## config.mk

```make
export PLATFORM = sky130hd
export DESIGN_NAME = round_sequencer
export DESIGN_NICKNAME = d
export VERILOG_FILES = /design/src/rtl/game_pkg.sv /design/src/rtl/round_timer.sv /design/src/rtl/round_sequencer.sv
export SDC_FILE = /design/constraint.sdc
export NUM_CORES = 1
export LEC_CHECK = 0
export ABC_AREA = 1
export BUFFER_PORTS_ARGS = -buffer_cell sky130_fd_sc_hd__buf_2
export CAP_MARGIN = 10
export CORE_MARGIN = 5
export CORE_UTILIZATION = 25
export DETAILED_ROUTE_END_ITERATION = 6
export GPL_TIMING_DRIVEN = 0
export HOLD_SLACK_MARGIN = 0.06
export PLACE_DENSITY = 0.52
export SETUP_SLACK_MARGIN = 0.02
export SYNTH_ARGS = -nofsm -noshare
export SYNTH_HDL_FRONTEND = slang
export SYNTH_SLANG_ARGS = --single-unit
```

## constraint.sdc

```tcl
create_clock -name Clk100M -period 3.6 [get_ports Clk100M]
set_input_delay 0.36 -clock Clk100M [delete_from_list [all_inputs] [get_ports Clk100M]]
set_output_delay 0.36 -clock Clk100M [all_outputs]
set_load 0.01 [all_outputs]
```

## src/rtl/game_pkg.sv

```systemverilog
// game_pkg: shared state encoding, direction codes and default game parameters
package game_pkg;
  typedef enum logic [2:0] {IDLE, FETCH, WAIT, SHOW, JUDGE, GAP, DONE} state_t;
  localparam logic DIR_UP = 1'b1;
  localparam logic DIR_DOWN = 1'b0;
  localparam int WINDOW_TICKS_DEF = 3;
  localparam int MAX_ROUNDS_DEF = 16;
  localparam int LIVES_INIT_DEF = 3;
endpackage

```

## src/rtl/round_timer.sv

```systemverilog
// round_timer: tick-driven response window down-counter with expiry pulse
module round_timer #(
  parameter int WINDOW_TICKS = 3
) (
  input  logic       clk,
  input  logic       rst,
  input  logic       load,
  input  logic       tick,
  input  logic       hold,
  output logic [3:0] window_left,
  output logic       expire
);
  logic [3:0] left_q, left_d;
  logic       dec;
  always_comb begin
    dec = tick && !hold && left_q != 4'd0;
    expire = dec && left_q == 4'd1;
    left_d = load ? 4'(WINDOW_TICKS) : dec ? left_q - 4'd1 : left_q;
  end
  always_ff @(posedge clk) left_q <= rst ? 4'd0 : left_d;
  assign window_left = left_q;
endmodule

```

## src/rtl/round_sequencer.sv

```systemverilog
// round_sequencer: up/down reaction game round controller (ROM fetch, window timing, scoring)
module round_sequencer
  import game_pkg::*;
#(
  parameter int ADDR_W = 2,
  parameter int WINDOW_TICKS = WINDOW_TICKS_DEF,
  parameter int MAX_ROUNDS = MAX_ROUNDS_DEF,
  parameter int LIVES_INIT = LIVES_INIT_DEF,
  parameter int SCORE_W = 8
) (
  input  logic              Clk100M,
  input  logic              reset,
  input  logic              tick1Hz,
  input  logic              upB,
  input  logic              downB,
  output logic [ADDR_W-1:0] rom_addr,
  input  logic              rom_data,
  output logic              target_valid,
  output logic              target_dir,
  output logic [3:0]        window_left,
  output logic [SCORE_W-1:0] score,
  output logic [2:0]        lives,
  output logic [7:0]        round_cnt,
  output logic              hit,
  output logic              miss,
  output logic              game_over
);
  state_t              state_q, state_d;
  logic [ADDR_W-1:0]   addr_q, addr_d;
  logic                dir_q, dir_d;
  logic [SCORE_W-1:0]  score_q, score_d;
  logic [2:0]          lives_q, lives_d;
  logic [7:0]          round_q, round_d;
  logic                hit_q, hit_d, miss_q, miss_d;
  logic                press, good, expire, last;
  round_timer #(.WINDOW_TICKS(WINDOW_TICKS)) u_timer (
    .clk(Clk100M),
    .rst(reset),
    .load(state_q == WAIT),
    .tick(tick1Hz),
    .hold(state_q != SHOW || press),
    .window_left(window_left),
    .expire(expire)
  );
  always_comb begin
    press = upB || downB;
    good = (upB ^ downB) && ((upB ? DIR_UP : DIR_DOWN) == dir_q);
    last = lives_q == 3'd0 || round_q + 8'd1 == 8'(MAX_ROUNDS);
    hit_d = state_q == SHOW && press && good;
    miss_d = state_q == SHOW && (press || expire) && !hit_d;
    score_d = hit_d && score_q != '1 ? score_q + SCORE_W'(1) : score_q;
    lives_d = miss_d && lives_q != 3'd0 ? lives_q - 3'd1 : lives_q;
    round_d = state_q == JUDGE ? round_q + 8'd1 : round_q;
    addr_d = state_q == JUDGE ? addr_q + ADDR_W'(1) : addr_q;
    dir_d = state_q == WAIT ? rom_data : dir_q;
    state_d = state_q;
    case (state_q)
      IDLE:    state_d = press ? FETCH : IDLE;
      FETCH:   state_d = WAIT;
      WAIT:    state_d = SHOW;
      SHOW:    state_d = press || expire ? JUDGE : SHOW;
      JUDGE:   state_d = last ? DONE : GAP;
      GAP:     state_d = tick1Hz ? FETCH : GAP;
      default: state_d = DONE;
    endcase
  end
  always_ff @(posedge Clk100M) begin
    if (reset) begin
      state_q <= IDLE;
      addr_q <= '0;
      dir_q <= 1'b0;
      score_q <= '0;
      lives_q <= 3'(LIVES_INIT);
      round_q <= 8'd0;
      hit_q <= 1'b0;
      miss_q <= 1'b0;
    end else begin
      state_q <= state_d;
      addr_q <= addr_d;
      dir_q <= dir_d;
      score_q <= score_d;
      lives_q <= lives_d;
      round_q <= round_d;
      hit_q <= hit_d;
      miss_q <= miss_d;
    end
  end
  assign rom_addr = addr_q;
  assign target_valid = state_q == SHOW;
  assign target_dir = dir_q;
  assign score = score_q;
  assign lives = lives_q;
  assign round_cnt = round_q;
  assign hit = hit_q;
  assign miss = miss_q;
  assign game_over = state_q == DONE;
endmodule

```

==> summary.txt, run 1 <==
Timing
  • RSZ-0062 raised after global routing: no
  • Setup violators final: 0
  • Setup TNS: 0 ns
  • Worst-Margin Slew: 0.490 ns
  • Max-slew violation count: 0
  • Period Utilization, post-route: a little over two fifths
  • Worst Setup Slack, final: about 2 ns
  • Min Tclk post-route: about 1.6 ns
  • Worst Skew: roughly 0.0031 ns
  • Max frequency: roughly 0.63 GHz
  • Worst slew margin: 67.3%
  • Hold Vio Cnt, Final: 0

Clocking
  • Post-CTS setup buffer count: 0
  • # hold bufs at CTS: 0
  • Post-CTS Resized: 0
  • Num CTS Buffers: 5
  • # H-tree levels: 2
  • CTS root buf: clkbuf_8
  • Worst skew pair latency: ~0.28 ns
  • CTS tree: done
  • Bufs on Longest Clock Path: 2
  • CTS sink cnt: 31
  • Clock-pin transition on the worst setup and hold timing paths: 0.07 ns

Drt
  • DRC violations left: 0
  • Drt initial violations: 58
  • WL final: 3.86 mm
  • Remaining antenna violation count: 0
  • 1st-pass router iterations: 4
  • Vias per inst: ~4.3
  • WL/cell: between 10 and 15 um
  • DR vias: roughly 1500

Floorplanning
  • # rows: 29
  • Die ar.: approximately 8300 um2
  • Die Ht: a little over 90 um
  • I/O pins: 36
  • Starting Density: roughly 26%
  • Die X: just over 90 um
  • Core ar.: 6350 um2

Min path
  • Hold crit path type: in2reg

Critical path
  • Worst path max stage delay: between 0.4 and 0.5 ns
  • Crit path max-delay family: simple AND/OR/NAND/NOR gates
  • CP cell instances: ha_1 > nand3_1 > nor2_1 > a21oi_4 > buf_6 > nand3_1 > nand2_1 > a21oi_1
  • CP Capture Type: flop
  • Worst Path Required: 3.81 ns
  • CP Buf/Inv Count: 1
  • Worst reg2reg endpoint: score[3]
  • Stages on worst setup path: 8
  • CP Class: reg2reg
  • Reg2Reg Launch Point: score[0]
  • FF-to-FF path depth: 8
  • Worst Setup Start Kind: flop
  • CP Max Fanout: 10
  • Worst-path cell with the longest stage delay: dfxtp_1
  • CP dominant cell by count: nand3_1
  • Critical path arrival: around 1.8 ns
  • Critical Path Start: score[0]
  • Reg-to-reg slack, setup: around 2.0 ns
  • Capture point of the worst path: score[3]

Synthesis
  • Area contributors post-synth: dfxtp_1 (38%), nand2_1 (11%), inv_1 (8.0%), a21oi_1 (7.3%), ha_1 (5.4%)
  • Syn_nets: approximately 250
  • Post-synth top flop: dfxtp_1
  • Post-synth EDFFs: 0
  • Synth Instances: between 200 and 250
  • Seq cells post-synth: 31
  • Synthesis warning total: 0
  • Synth top cells by count: nand2_1 (49), inv_1 (35), dfxtp_1 (31)
  • Netlist cell types: 25
  • Most numerous cell in the Yosys netlist: nand2_1
  • Mean area per synthesized cell: 7.02 um2
  • Yosys top cell area share: between 30% and 40%
  • Sequential fraction of the synthesis area: around 38%
  • Synth Cell Area: 1640 um2
  • Cell accounting for the most synthesized area: dfxtp_1
  • Asr flop ratio synth: 0%

Global route
  • Vias in the first global route: 1395
  • First-pass GRT wire length: 6.50 mm
  • Overflow after GRT: 0
  • Pin count of the biggest net entering global routing: 11
  • Initial antenna violation count: 0
  • Gr usage total: approximately a tenth

Final layout
  • Area grow syn2layout: 21.7%
  • Utilization after layout: a little under a third
  • Ant. Diodes: 0
  • Fillers: 698
  • Multi-input gate area: between 800 and 900 um2
  • Reg area: slightly above 600 um2
  • Nets: ~290
  • Non-filler cells in the finished layout: ~350
  • Layout cell share with drive strength beyond 1: 17.9%

Power
  • Sequential power share: 47.9%
  • VDD IR-drop max: 167 uV
  • Internal Power: 0.575 mW
  • Combinational share of power: 18.6%
  • NetSw: around 0.25 mW
  • LEAKAGE: 0.960 nW
  • Sw Ratio: a little under a third
  • Total Power: slightly above 0.8 mW
  • PwrDens: about 410 nW/um2
  • Clock network power share: ~34%

Placement
  • I/O Buffers: 34
  • GP Congestion: between 0.8 and 0.9
  • Dpl ws: approximately 1.8 ns
  • Inst Count DP: 344
  • HPWL after detailed placement: between 2 and 3 mm

Flow run
  • Max-Cap Viols: 0

Status
  • Status: complete, no violations
==> layout by cell type, fill, tap and decap left out, types with 2 or more instances in the layout <==
master | synthesis | final
a21oi_1 | 24 | 24
buf_2 | 1 | 35
clkbuf_1 | 3 | 3
clkbuf_8 | 0 | 6
clkinv_2 | 1 | 2
dfxtp_1 | 31 | 31
ha_1 | 7 | 7
inv_1 | 35 | 35
nand2_1 | 49 | 49
nand3_1 | 14 | 14
nand4_1 | 4 | 4
nor2_1 | 23 | 23
nor3_1 | 4 | 4
nor3b_1 | 3 | 3
o21ai_0 | 17 | 17
xnor2_1 | 3 | 3
xor2_1 | 5 | 5
==> state kept, by name, summed over array words and instances, names as in the netlist <==
| name | flops |
|---|---|
| round_cnt | 8 |
| score | 8 |
| u_timer.window_left | 4 |
| lives | 3 |
| state_q | 3 |
| rom_addr | 2 |
| hit | 1 |
| miss | 1 |
| target_dir | 1 |
==> through the flow <==
| stage | cell area [um2] | hold slack (ns) |
|---|---|---|
| CTS | 1990 | 0.362 |
| global placement | 1900 | 0.458 |
| finish | 1990 | 0.381 |
| global route | 1990 | 0.417 |
| floorplan | 1640 | 0.484 |
| detailed placement | 1900 | 0.462 |
==> worst min path at each step <==
stage | from | to | slack [ns] | cells past startpoint
2_1_floorplan | rom_addr[0] | rom_addr[0] | 0.48 | 1
3_3_place_gp | rom_addr[0] | rom_addr[0] | 0.46 | 1
3_5_place_dp | rom_addr[0] | rom_addr[0] | 0.46 | 1
4_1_cts | rom_data | target_dir | 0.36 | 3
5_1_grt | rom_data | target_dir | 0.42 | 3
6_report | rom_data | target_dir | 0.38 | 3
==> kinds of logic (layout without fill, tap and decap cells) <==
family / Yosys count / in the layout / share of synthesized area, %
adders and majority gates: 7 / 7 / 5.36
DFF: 31 / 31 / 37.9
and+or+nand+nor: 99 / 99 / 26.9
xor gates and xnor gates: 8 / 8 / 4.28
AOI/OAI and AO/OA: 46 / 46 / 15.3
buffers and inverters: 42 / 83 / 10.3
==> area by class of cell <==
type | instances | area share (%)
plain buffers | 5 | 1.38
well taps | 77 | 4.84
inverters | 37 | 7.04
repair buffers | 34 | 8.55
multi-input cells | 160 | 42.6
clock inverters | 1 | 0.252
clock buffers | 6 | 4.15
flip-flops and latches | 31 | 31.2
==> worst register-to-register path: cells and delay by family, from the launching register on <==
kind	cells	cell delay [ns]
AND/OR/NAND/NOR	4	0.48
flip-flops	1	0.41
adder cells (fa/ha/maj)	1	0.25
AO/OA/AOI/OAI	2	0.23
buffers and inverters	1	0.15
==> per-layer routing <==
| metal | share of wire (%) | track usage (%) | wire length (um) | vias up |
|---|---|---|---|---|
| met5 | 0 | 0 | 0 | - |
| met4 | 1.6 | 4.03 | 61 | 0 |
| li1 | - | - | - | 833 |
| met3 | 5.2 | 3.08 | 202 | 8 |
| met1 | 51 | 12.4 | 1970 | 634 |
| met2 | 42 | 14.7 | 1630 | 27 |
==> power by group through the flow <==
stage,Clock (mW),Sequential [mW],Combinational [mW]
after floorplan,0,0.406,0.101
after global placement,0,0.401,0.153
after detailed placement,0,0.402,0.155
after CTS,0.290,0.394,0.155
after global routing,0.306,0.398,0.177
final,0.276,0.394,0.153
Power figures use the tool's default switching activity.
==> run 2: changes to the inputs <==
==> constraint.sdc (replaced) <==
create_clock -name Clk100M -period 1.6 [get_ports Clk100M]
set_input_delay 0.16 -clock Clk100M [delete_from_list [all_inputs] [get_ports Clk100M]]
set_output_delay 0.16 -clock Clk100M [all_outputs]
set_load 0.01 [all_outputs]
==> summary.txt, run 2 (synthesis gave the netlist of run 1 again) <==
Min path
  • Hold wc startpoint: rom_data (unchanged)
  • Hold crit path type: in2reg (unchanged)

Floorplanning
  • Die Ht: 90.9 um (unchanged)
  • Die X: 90.9 um (unchanged)
  • Starting Density: 25.8% (unchanged)
  • Core ar.: 6350 um2 (unchanged)
  • I/O pins: 36 (unchanged)
  • # rows: 29 (unchanged)
  • Die ar.: 8260 um2 (unchanged)

Timing
  • Max frequency: 0.681 GHz (was 0.632 GHz)
  • Hold Vio Cnt, Final: 0 (unchanged)
  • Period Utilization, post-route: 91.8% (was 43.9%)
  • Setup TNS: 0 ns (unchanged)
  • Worst Skew: 0.00286 ns (was 0.00310 ns)
  • Worst-Margin Slew: 0.477 ns (was 0.490 ns)
  • Worst slew margin: 68.2% (was 67.3%)
  • Setup violators final: 0 (unchanged)
  • Max-slew violation count: 0 (unchanged)
  • RSZ-0062 raised after global routing: no (unchanged)
  • Min Tclk post-route: 1.47 ns (was 1.58 ns)

Critical path
  • Worst Path Required: 1.78 ns (was 3.81 ns)
  • CP Capture Type: flop (unchanged)
  • Worst Setup Start Kind: flop (unchanged)
  • CP Class: reg2reg (unchanged)
  • Critical Path Start: score[1] (was score[0])
  • CP Max Fanout: 10 (unchanged)
  • Critical path arrival: 1.65 ns (was 1.79 ns)
  • Reg2Reg Launch Point: score[1] (was score[0])

Power
  • Sw Ratio: 30.6% (was 30.2%)
  • Total Power: 1.90 mW (was 0.823 mW)
  • Internal Power: 1.32 mW (was 0.575 mW)
  • LEAKAGE: 0.974 nW (was 0.960 nW)
  • VDD IR-drop max: 378 uV (was 167 uV)
  • PwrDens: 920 nW/um2 (was 414 nW/um2)
  • Sequential power share: 47.2% (was 47.9%)
  • NetSw: 0.582 mW (was 0.248 mW)
  • Combinational share of power: 19.9% (was 18.6%)
  • Clock network power share: 32.9% (was 33.6%)

Global route
  • Initial antenna violation count: 0 (unchanged)
  • Vias in the first global route: 1408 (was 1395)
  • Overflow after GRT: 0 (unchanged)
  • Pin count of the biggest net entering global routing: 11 (unchanged)
  • First-pass GRT wire length: 6.56 mm (was 6.50 mm)
  • Gr usage total: 9.69% (was 9.62%)

Drt
  • Remaining antenna violation count: 0 (unchanged)
  • 1st-pass router iterations: 4 (unchanged)
  • WL final: 3.97 mm (was 3.86 mm)
  • Vias per inst: 4.35 (was 4.28)
  • DR vias: 1535 (was 1502)
  • Drt initial violations: 56 (was 58)
  • WL/cell: 11.2 um (was 11.0 um)
  • DRC violations left: 0 (unchanged)

Clocking
  • CTS sink cnt: 31 (unchanged)
  • CTS root buf: clkbuf_8 (unchanged)
  • # H-tree levels: 2 (unchanged)
  • Worst skew pair latency: 0.28 ns (about the same)
  • Clock-pin transition on the worst setup and hold timing paths: 0.07 ns (about the same)
  • Bufs on Longest Clock Path: 2 (unchanged)
  • Num CTS Buffers: 5 (unchanged)
  • CTS tree: done (unchanged)

Final layout
  • Nets: 289 (was 287)
  • Fin area: 2070 um2 (was 1990 um2)
  • Layout cell share with drive strength beyond 1: 25.4% (was 17.9%)
  • Commonest cells after routing, fill and taps aside: nand2_1 (48), buf_2 (35), inv_1 (34) (was nand2_1 (49), inv_1 (35), buf_2 (35))
  • Commonest non-fill, non-tap cell in the layout: nand2_1 (unchanged)
  • Ant. Diodes: 0 (unchanged)
  • Area grow syn2layout: 26.5% (was 21.7%)

Status
  • Status: complete, no violations (unchanged)

Flow run
  • Max-Cap Viols: 0 (unchanged)

Placement
  • GP Congestion: 0.800 (unchanged)
  • Placed cell areas: 1900 um2 (unchanged)
  • I/O Buffers: 34 (unchanged)
  • HPWL after detailed placement: 2.96 mm (unchanged)
-- run 2: cell types whose count changed in the layout (fill, tap and decap cells not counted), sizes merged --
cell  previous run  this run
buf             36        38
-- run 2: final timing paths --
check / to / slack, ns / cells after the start
setup / recovery: score[1] / 0.13 / 7
hold reg to reg: rom_addr[0] / 0.48 / 1
hold / removal: target_dir / 0.18 / 3
setup reg to reg: score[1] / 0.13 / 7
-- run 2: stage by stage --
| step | setup WS [ns] | hold WS [ns] | util [%] | instances |
|---|---|---|---|---|
| 2_1_floorplan | 0.136 | 0.351 | - | 233 |
| 4_1_cts | 0.0403 | 0.162 | 31.4 | 351 |
| 6_report | 0.131 | 0.179 | 32.6 | 353 |
| 3_3_place_gp | 0.0229 | 0.456 | 30.0 | 344 |
| 3_5_place_dp | 0.00645 | 0.459 | 30.0 | 344 |
| 5_1_grt | 0.0165 | 0.217 | 32.6 | 353 |
-- run 2: metal layers --
layer	GRT usage [%]	up-vias	routed length, um
met5	0	-	0
met4	4.03	0	61
met3	3.08	8	214
met2	15.1	32	1740
met1	12.3	660	1950
li1	-	835	-
-- run 2: cell type report --
cell class / count / area [um2]
tap: 77 / 96.3
sequential: 31 / 629
buffer: 5 / 27.5
multi-input combinational: 160 / 901
fill: 688 / 4280
clock buffer: 6 / 82.6
inverter: 37 / 143
timing repair buffer: 36 / 185
clock inverter: 1 / 5.00
-- run 2: power by group through the flow --
stage	sequential, mW	combinational, mW	clock (mW)
2_1_floorplan	0.913	0.227	0
3_3_place_gp	0.903	0.344	0
3_5_place_dp	0.904	0.348	0
4_1_cts	0.886	0.349	0.654
5_1_grt	0.909	0.434	0.688
6_report	0.898	0.378	0.627
-- run 2: critical path: stages, from the launching register on --
cell and delay, ns:
dfxtp_1 0.39, ha_2 0.24, nand3_1 0.10, nor2_2 0.20, a21oi_4 0.10, buf_6 0.14, o21ai_0 0.15, nor2_1 0.05
-- run 2: repair_timing --
item / in CTS / in global routing
setup endpoints to repair: 2 / 14
setup buffers: 0 / 2
resized for setup: 1 / 23
pin swaps: 0 / 3
hold buffers: 0 / 0
